[src/rtl/state_seq_pkg.sv]
// state_seq_pkg: shared state indices, sequencer phases and request layout for the
// MERA-400 main-loop state sequencer.
package state_seq_pkg;

    localparam int NST = 13;

    // State index doubles as request priority: the lowest set index wins.
    localparam int K2 = 0;
    localparam int K1 = 1;
    localparam int P0 = 2;
    localparam int P1 = 3;
    localparam int P2 = 4;
    localparam int P3 = 5;
    localparam int P4 = 6;
    localparam int P5 = 7;
    localparam int I1 = 8;
    localparam int I2 = 9;
    localparam int I3 = 10;
    localparam int I4 = 11;
    localparam int I5 = 12;

    typedef logic [NST-1:0] req_t;

    typedef enum logic [2:0] {
        PH_IDLE,
        PH_S1,
        PH_MW,
        PH_S2,
        PH_GOT
    } phase_e;

    function automatic req_t first_req(req_t r);
        return r & (~r + req_t'(1));
    endfunction

endpackage

[src/rtl/state_seq_if.sv]
// state_seq_if: request inputs, one-hot state and phase strobes between the
// microinstruction unit (master) and the state sequencer (slave).
interface state_seq_if;
    logic run, stp0, ss, mem_req, mem_ok;
    logic ep0, ep1, ep2, ep3, ep4, ep5, ek1, ek2, ei1, ei2, ei3, ei4, ei5;
    logic k1, k2, p0, p1, p2, p3, p4, p5, i1, i2, i3, i4, i5;
    logic strob1, strob2, got, alarm;

    modport master (
        output run, stp0, ss, mem_req, mem_ok,
        output ep0, ep1, ep2, ep3, ep4, ep5, ek1, ek2, ei1, ei2, ei3, ei4, ei5,
        input  k1, k2, p0, p1, p2, p3, p4, p5, i1, i2, i3, i4, i5,
        input  strob1, strob2, got, alarm
    );

    modport slave (
        input  run, stp0, ss, mem_req, mem_ok,
        input  ep0, ep1, ep2, ep3, ep4, ep5, ek1, ek2, ei1, ei2, ei3, ei4, ei5,
        output k1, k2, p0, p1, p2, p3, p4, p5, i1, i2, i3, i4, i5,
        output strob1, strob2, got, alarm
    );
endinterface

[src/rtl/state_seq_strob_seq.sv]
// strob_seq: phase FSM (IDLE/S1/MW/S2/GOT), phase counter and optional memory-wait
// watchdog enabled by STATE_SEQ_WATCHDOG_EN.
module strob_seq
    import state_seq_pkg::*;
#(
    parameter int S1_CYC      = 2,
    parameter int S2_CYC      = 2,
    parameter int GOT_CYC     = 1,
    parameter int MEM_TIMEOUT = 64
) (
    input  logic clk,
    input  logic rst_n,
    input  logic start_i,
    input  logic ss_i,
    input  logic mem_req_i,
    input  logic mem_ok_i,
    output logic strob1_o,
    output logic strob2_o,
    output logic got_o,
    output logic end_o,
    output logic alarm_o
);
    localparam logic [3:0] L1 = 4'(S1_CYC - 1);
    localparam logic [3:0] L2 = 4'(S2_CYC - 1);
    localparam logic [3:0] LG = 4'(GOT_CYC - 1);

    phase_e     ph_q, ph_d;
    logic [3:0] cnt_q, cnt_d;
    logic       ss_q, ss_d;
    logic       last, mw_done;

    assign last = cnt_q == 4'd0;

`ifdef STATE_SEQ_WATCHDOG_EN
    logic [9:0] wcnt_q, wcnt_d;
    logic       tmo, alarm_q;

    assign tmo     = ph_q == PH_MW && !mem_ok_i && wcnt_q == 10'(MEM_TIMEOUT - 1);
    assign wcnt_d  = ph_q == PH_MW ? wcnt_q + 10'd1 : 10'd0;
    assign mw_done = mem_ok_i | tmo;
    assign alarm_o = alarm_q;

    always_ff @(posedge clk or negedge rst_n) begin
        if (!rst_n) begin
            wcnt_q  <= '0;
            alarm_q <= 1'b0;
        end else begin
            wcnt_q  <= wcnt_d;
            alarm_q <= tmo;
        end
    end
`else
    assign mw_done = mem_ok_i;
    assign alarm_o = 1'b0;
`endif

    // Counter idles at 0 outside timed phases so IDLE/MW simply hold it.
    always_comb begin
        ph_d  = ph_q;
        cnt_d = last ? cnt_q : cnt_q - 4'd1;
        ss_d  = ss_q;
        case (ph_q)
            PH_IDLE: if (start_i) begin
                ph_d  = PH_S1;
                cnt_d = L1;
            end
            PH_S1: if (last) begin
                ss_d  = ss_i;
                ph_d  = mem_req_i ? PH_MW : ss_i ? PH_S2 : PH_GOT;
                cnt_d = mem_req_i ? 4'd0 : ss_i ? L2 : LG;
            end
            PH_MW: if (mw_done) begin
                ph_d  = ss_q ? PH_S2 : PH_GOT;
                cnt_d = ss_q ? L2 : LG;
            end
            PH_S2: if (last) begin
                ph_d  = PH_GOT;
                cnt_d = LG;
            end
            PH_GOT: ph_d = last ? PH_IDLE : PH_GOT;
            default: ph_d = PH_IDLE;
        endcase
    end

    always_ff @(posedge clk or negedge rst_n) begin
        if (!rst_n) begin
            ph_q  <= PH_IDLE;
            cnt_q <= '0;
            ss_q  <= 1'b0;
        end else begin
            ph_q  <= ph_d;
            cnt_q <= cnt_d;
            ss_q  <= ss_d;
        end
    end

    assign strob1_o = ph_q == PH_S1;
    assign strob2_o = ph_q == PH_S2;
    assign got_o    = ph_q == PH_GOT;
    assign end_o    = ph_q == PH_GOT && last;

endmodule

[src/rtl/state_seq.sv]
// state_seq: MERA-400 one-hot main-loop state register with priority request encoder;
// strobe timing lives in strob_seq (memory watchdog via STATE_SEQ_WATCHDOG_EN).
module state_seq
    import state_seq_pkg::*;
#(
    parameter int S1_CYC      = 2,
    parameter int S2_CYC      = 2,
    parameter int GOT_CYC     = 1,
    parameter int MEM_TIMEOUT = 64
) (
    input logic  clk,
    input logic  clm_n,
    state_seq_if.slave bus
);
    req_t req, st_q, st_d;
    logic cyc_end, start;

    assign req = {bus.ei5, bus.ei4, bus.ei3, bus.ei2, bus.ei1,
                  bus.ep5, bus.ep4, bus.ep3, bus.ep2, bus.ep1, bus.ep0,
                  bus.ek1, bus.ek2};

    // No request means the current state repeats.
    assign st_d  = cyc_end ? (req == '0 ? st_q : first_req(req)) : st_q;
    assign start = !(st_q[P0] && bus.stp0 && !bus.run);

    always_ff @(posedge clk or negedge clm_n) begin
        if (!clm_n) st_q <= req_t'(1) << P0;
        else        st_q <= st_d;
    end

    strob_seq #(
        .S1_CYC     (S1_CYC),
        .S2_CYC     (S2_CYC),
        .GOT_CYC    (GOT_CYC),
        .MEM_TIMEOUT(MEM_TIMEOUT)
    ) u_seq (
        .clk      (clk),
        .rst_n    (clm_n),
        .start_i  (start),
        .ss_i     (bus.ss),
        .mem_req_i(bus.mem_req),
        .mem_ok_i (bus.mem_ok),
        .strob1_o (bus.strob1),
        .strob2_o (bus.strob2),
        .got_o    (bus.got),
        .end_o    (cyc_end),
        .alarm_o  (bus.alarm)
    );

    assign bus.k2 = st_q[K2];
    assign bus.k1 = st_q[K1];
    assign bus.p0 = st_q[P0];
    assign bus.p1 = st_q[P1];
    assign bus.p2 = st_q[P2];
    assign bus.p3 = st_q[P3];
    assign bus.p4 = st_q[P4];
    assign bus.p5 = st_q[P5];
    assign bus.i1 = st_q[I1];
    assign bus.i2 = st_q[I2];
    assign bus.i3 = st_q[I3];
    assign bus.i4 = st_q[I4];
    assign bus.i5 = st_q[I5];

endmodule
[src/flat_wrapper.sv]
// flat-port wrapper written by rule: the top's interface ports become plain ports
module state_seq_flat import state_seq_pkg::*;
#(
    parameter int S1_CYC      = 2,
    parameter int S2_CYC      = 2,
    parameter int GOT_CYC     = 1,
    parameter int MEM_TIMEOUT = 64
)
  (clk, clm_n, bus_run, bus_stp0, bus_ss, bus_mem_req, bus_mem_ok, bus_ep0, bus_ep1, bus_ep2, bus_ep3, bus_ep4, bus_ep5, bus_ek1, bus_ek2, bus_ei1, bus_ei2, bus_ei3, bus_ei4, bus_ei5, bus_k1, bus_k2, bus_p0, bus_p1, bus_p2, bus_p3, bus_p4, bus_p5, bus_i1, bus_i2, bus_i3, bus_i4, bus_i5, bus_strob1, bus_strob2, bus_got, bus_alarm);
  state_seq_if bus_i ();
  input logic clk;
  input logic clm_n;
  input wire logic [$bits(bus_i.run)-1:0] bus_run;
  input wire logic [$bits(bus_i.stp0)-1:0] bus_stp0;
  input wire logic [$bits(bus_i.ss)-1:0] bus_ss;
  input wire logic [$bits(bus_i.mem_req)-1:0] bus_mem_req;
  input wire logic [$bits(bus_i.mem_ok)-1:0] bus_mem_ok;
  input wire logic [$bits(bus_i.ep0)-1:0] bus_ep0;
  input wire logic [$bits(bus_i.ep1)-1:0] bus_ep1;
  input wire logic [$bits(bus_i.ep2)-1:0] bus_ep2;
  input wire logic [$bits(bus_i.ep3)-1:0] bus_ep3;
  input wire logic [$bits(bus_i.ep4)-1:0] bus_ep4;
  input wire logic [$bits(bus_i.ep5)-1:0] bus_ep5;
  input wire logic [$bits(bus_i.ek1)-1:0] bus_ek1;
  input wire logic [$bits(bus_i.ek2)-1:0] bus_ek2;
  input wire logic [$bits(bus_i.ei1)-1:0] bus_ei1;
  input wire logic [$bits(bus_i.ei2)-1:0] bus_ei2;
  input wire logic [$bits(bus_i.ei3)-1:0] bus_ei3;
  input wire logic [$bits(bus_i.ei4)-1:0] bus_ei4;
  input wire logic [$bits(bus_i.ei5)-1:0] bus_ei5;
  output wire logic [$bits(bus_i.k1)-1:0] bus_k1;
  output wire logic [$bits(bus_i.k2)-1:0] bus_k2;
  output wire logic [$bits(bus_i.p0)-1:0] bus_p0;
  output wire logic [$bits(bus_i.p1)-1:0] bus_p1;
  output wire logic [$bits(bus_i.p2)-1:0] bus_p2;
  output wire logic [$bits(bus_i.p3)-1:0] bus_p3;
  output wire logic [$bits(bus_i.p4)-1:0] bus_p4;
  output wire logic [$bits(bus_i.p5)-1:0] bus_p5;
  output wire logic [$bits(bus_i.i1)-1:0] bus_i1;
  output wire logic [$bits(bus_i.i2)-1:0] bus_i2;
  output wire logic [$bits(bus_i.i3)-1:0] bus_i3;
  output wire logic [$bits(bus_i.i4)-1:0] bus_i4;
  output wire logic [$bits(bus_i.i5)-1:0] bus_i5;
  output wire logic [$bits(bus_i.strob1)-1:0] bus_strob1;
  output wire logic [$bits(bus_i.strob2)-1:0] bus_strob2;
  output wire logic [$bits(bus_i.got)-1:0] bus_got;
  output wire logic [$bits(bus_i.alarm)-1:0] bus_alarm;
  assign bus_i.run = bus_run;
  assign bus_i.stp0 = bus_stp0;
  assign bus_i.ss = bus_ss;
  assign bus_i.mem_req = bus_mem_req;
  assign bus_i.mem_ok = bus_mem_ok;
  assign bus_i.ep0 = bus_ep0;
  assign bus_i.ep1 = bus_ep1;
  assign bus_i.ep2 = bus_ep2;
  assign bus_i.ep3 = bus_ep3;
  assign bus_i.ep4 = bus_ep4;
  assign bus_i.ep5 = bus_ep5;
  assign bus_i.ek1 = bus_ek1;
  assign bus_i.ek2 = bus_ek2;
  assign bus_i.ei1 = bus_ei1;
  assign bus_i.ei2 = bus_ei2;
  assign bus_i.ei3 = bus_ei3;
  assign bus_i.ei4 = bus_ei4;
  assign bus_i.ei5 = bus_ei5;
  assign bus_k1 = bus_i.k1;
  assign bus_k2 = bus_i.k2;
  assign bus_p0 = bus_i.p0;
  assign bus_p1 = bus_i.p1;
  assign bus_p2 = bus_i.p2;
  assign bus_p3 = bus_i.p3;
  assign bus_p4 = bus_i.p4;
  assign bus_p5 = bus_i.p5;
  assign bus_i1 = bus_i.i1;
  assign bus_i2 = bus_i.i2;
  assign bus_i3 = bus_i.i3;
  assign bus_i4 = bus_i.i4;
  assign bus_i5 = bus_i.i5;
  assign bus_strob1 = bus_i.strob1;
  assign bus_strob2 = bus_i.strob2;
  assign bus_got = bus_i.got;
  assign bus_alarm = bus_i.alarm;
  state_seq #(.S1_CYC(S1_CYC), .S2_CYC(S2_CYC), .GOT_CYC(GOT_CYC), .MEM_TIMEOUT(MEM_TIMEOUT)) u_core (.clk(clk), .clm_n(clm_n), .bus(bus_i));
endmodule
[config.mk]
export PLATFORM = sky130hd
export DESIGN_NAME = state_seq_flat
export DESIGN_NICKNAME = d
export VERILOG_FILES = /design/src/rtl/state_seq_pkg.sv /design/src/rtl/state_seq_if.sv /design/src/rtl/state_seq_strob_seq.sv /design/src/rtl/state_seq.sv /design/src/flat_wrapper.sv
export SDC_FILE = /design/constraint.sdc
export NUM_CORES = 1
export LEC_CHECK = 0
export ABC_AREA = 1
export ABC_CLOCK_PERIOD_IN_PS = 2800
export CAP_MARGIN = 30
export CELL_PAD_IN_SITES_DETAIL_PLACEMENT = 2
export CELL_PAD_IN_SITES_GLOBAL_PLACEMENT = 2
export CORE_MARGIN = 4
export CORE_UTILIZATION = 26
export CTS_CLUSTER_DIAMETER = 100
export DETAILED_ROUTE_END_ITERATION = 6
export PLACE_DENSITY = 0.78
export SLEW_MARGIN = 20
export SYNTH_ARGS = -nofsm -noshare
export SYNTH_HDL_FRONTEND = slang
export SYNTH_HIERARCHICAL = 1
export SYNTH_SLANG_ARGS = --single-unit
[constraint.sdc]
create_clock -name clk -period 2.8 [get_ports clk]
set_input_delay 0.28 -clock clk [delete_from_list [all_inputs] [get_ports clk]]
set_output_delay 0.28 -clock clk [all_outputs]
set_load 0.1 [all_outputs]
==> impl_metrics.ini <==
[outcome]
outcome = finished clean

[clock_tree]
h-tree-depth = 1
cts_buffers = 3
clk_pin_slew_ns = 0.08
cts_tree = built
cts_root_buffer = clkbuf_8
clock-sinks = 21
clockBufferDepth = 2
cts_setup_buffers = 0
clk_latency_ns = 0.26
post_cts_resized = 0
ctsHoldBuffers = 0

[synth]
ys.flop_type = dfrtp_1
netlist_area_um2 = 1430
synth_commonest_cells = 64 x nand2_1, 24 x inv_1, 24 x nor2_1, 20 x dfrtp_1, 13 x nand3_1
async_flop_share_pct = 100
seq_area_frac_synth_pct = 36.8
synth_edf_count = 0
synth_area_per_cell_um2 = 7.12
postSynthCellCount = 201
synth_top_area_share_pct = 35.0
yosysUniqueCellTypes = 30
ys.warnings.count = 6
yosysTopAreaCell = dfrtp_1
synth.area.top_cells = dfrtp_1 35%, nand2_1 17%, inv_1 6.3%
yosysMostFrequentCell = nand2_1
syn_nets = 223
ys_ff_latch = 21

[power_and_ir_drop]
powerDensity_nw_per_um2 = 909
vdd_drop_max_mv = 0.368
leakage_uw = 0.000968

[run]
max_cap_violations = 0

[die]
start_util_pct = 27.5
io_pins = 37
die_h_um = 82.2
fp.dieW_um = 82.2
coreArea_um2 = 5200
rows = 26
fp.dieArea_um2 = 6760

[critical_path]
required_ns = 3.00
worstRegToRegCells = 9
end_kind = flop
crit_arrival_ns = 2.11
critPathLaunchType = flop
crit_type = reg -> reg
crit_fanout = 12

[finish]
fill_cells = 638
final_net_count = 259
ff_latch_area_um2 = 527
postLayoutCoreUtil_pct = 35.2
multi_input_area_um2 = 752
area_growth_pct = 27.9
layout-drive-gt1-share_pct = 18.6
antenna_cells = 0

[timing]
setup_viol = 0
finClkSkew_ns = 0.00687
finalCritPeriodShare_pct = 68.5
timing.slew.headroom_pct = 66.5
worst_pin_slew_ns = 0.503
worst_slack_ns = 0.883
rsz0062_at_grt = false
min_period_ns = 1.92
fmax_mhz = 522
final_max_slew_viol_count = 0
hold_viol_final = 0
tns_ns = 0

[drt]
wirelength_mm = 4.04
drtAntennaViolNets = 0
drtIter0Drc = 50
wl_per_cell_um = 13.2
viasPerCell = 4.50
drc = 0
first_pass_iters = 4
num_vias = 1377

[placed_design]
gp_congestion = 0.741
dp_slack_ns = 0.913
port-buffer-count = 35
dp_hpwl_mm = 3.43

[global_routing]
track_usage_pct = 13.7
grt_pass1_vias = 1578
grt_antenna_before_repair = 0
grt_max_degree = 22
grt_pass1_wl_mm = 7.14
gr-total-overflow = 0

[min_path]
hold_class = in -> async
==> logic make-up after synthesis <==
family / share of synthesized area (%)
AND/OR/NAND/NOR: 45.9
buffers and inverters: 11.1
flip-flops: 36.8
XOR/XNOR: 0.612
adder cells (fa/ha/maj): 1.75
AO/OA/AOI/OAI: 3.58
other: 0.262
==> per-layer routing <==
| layer | part of all wire [%] | global-route usage (%) | vias to the layer above |
|---|---|---|---|
| met5 | 0 | 0 | - |
| met4 | 1.1 | 3.99 | 0 |
| met3 | 3.7 | 1.84 | 4 |
| met2 | 51 | 25.6 | 25 |
| met1 | 44 | 15.9 | 654 |
| li1 | - | - | 694 |
==> placed cells by master, fill, tap and decap left out, drive strengths merged <==
cell type / n
nand3b: 5
buf: 18
inv: 25
clkdlybuf4s50: 19
dfstp: 1
a21oi: 3
clkbuf: 4
nand4: 7
dfrtp: 20
nand3: 13
nor2: 30
o211ai: 1
conb: 1
ha: 2
nor3b: 1
nor4: 1
o21ai: 5
xor2: 1
nand2: 76
nor3: 3
==> final timing paths <==
| check | from | end | slack, ns |
|---|---|---|---|
| max | u_core/u_seq/cnt_q[0] | u_core/st_q[5] | 0.88 |
| max reg2reg | u_core/u_seq/cnt_q[0] | u_core/st_q[5] | 0.88 |
| min in group clk | u_core/st_q[1] | u_core/st_q[1] | 0.49 |
| min reg2reg | u_core/st_q[1] | u_core/st_q[1] | 0.49 |
| min | clm_n | u_core/u_seq/cnt_q[2] | 0.37 |
| max in group asynchronous | clm_n | u_core/st_q[2] | 2.16 |
==> layout make-up <==
| type | instances | area share, % |
|---|---|---|
| Multi-Input combinational cell | 149 | 41.1 |
| Sequential cell | 21 | 28.8 |
| Timing Repair Buffer | 37 | 17.8 |
| Inverter | 25 | 5.13 |
| Tap cell | 70 | 4.78 |
| Clock buffer | 4 | 2.46 |
==> power by group <==
part,switching (uW),internal (uW)
sequential,97.8,383
clock,96.0,101
combinational,714,272
==> critical path, cell delays in order, from the launching register on <==
cell and delay, ns:
dfrtp_1 0.38, inv_1 0.12, ha_1 0.26, nand2_2 0.20, nor4_2 0.22, buf_4 0.24
inv_1 0.05, a21oi_1 0.22, nand2_1 0.10, nand2_1 0.06
==> per-stage QoR <==
| stage | area (um2) | std cells | total power, uW | hold slack (ns) |
|---|---|---|---|---|
| finish | 1830 | 306 | 1660 | 0.368 |
| global route | 1830 | 306 | 1810 | 0.412 |
| global placement | 1790 | 302 | 1460 | 0.462 |
| floorplan | 1430 | 201 | 1270 | -0.0156 |
| CTS | 1830 | 306 | 1700 | 0.379 |
| detailed placement | 1790 | 302 | 1490 | 0.464 |
==> flip-flops by register name, summed over array words and instances (netlist names) <==
register            flops
u_core/st_q            13
u_core/u_seq/cnt_q      4
u_core/u_seq/ph_q       3
u_core/u_seq/ss_q       1
Note: power is estimated with default switching activity, not from simulation.
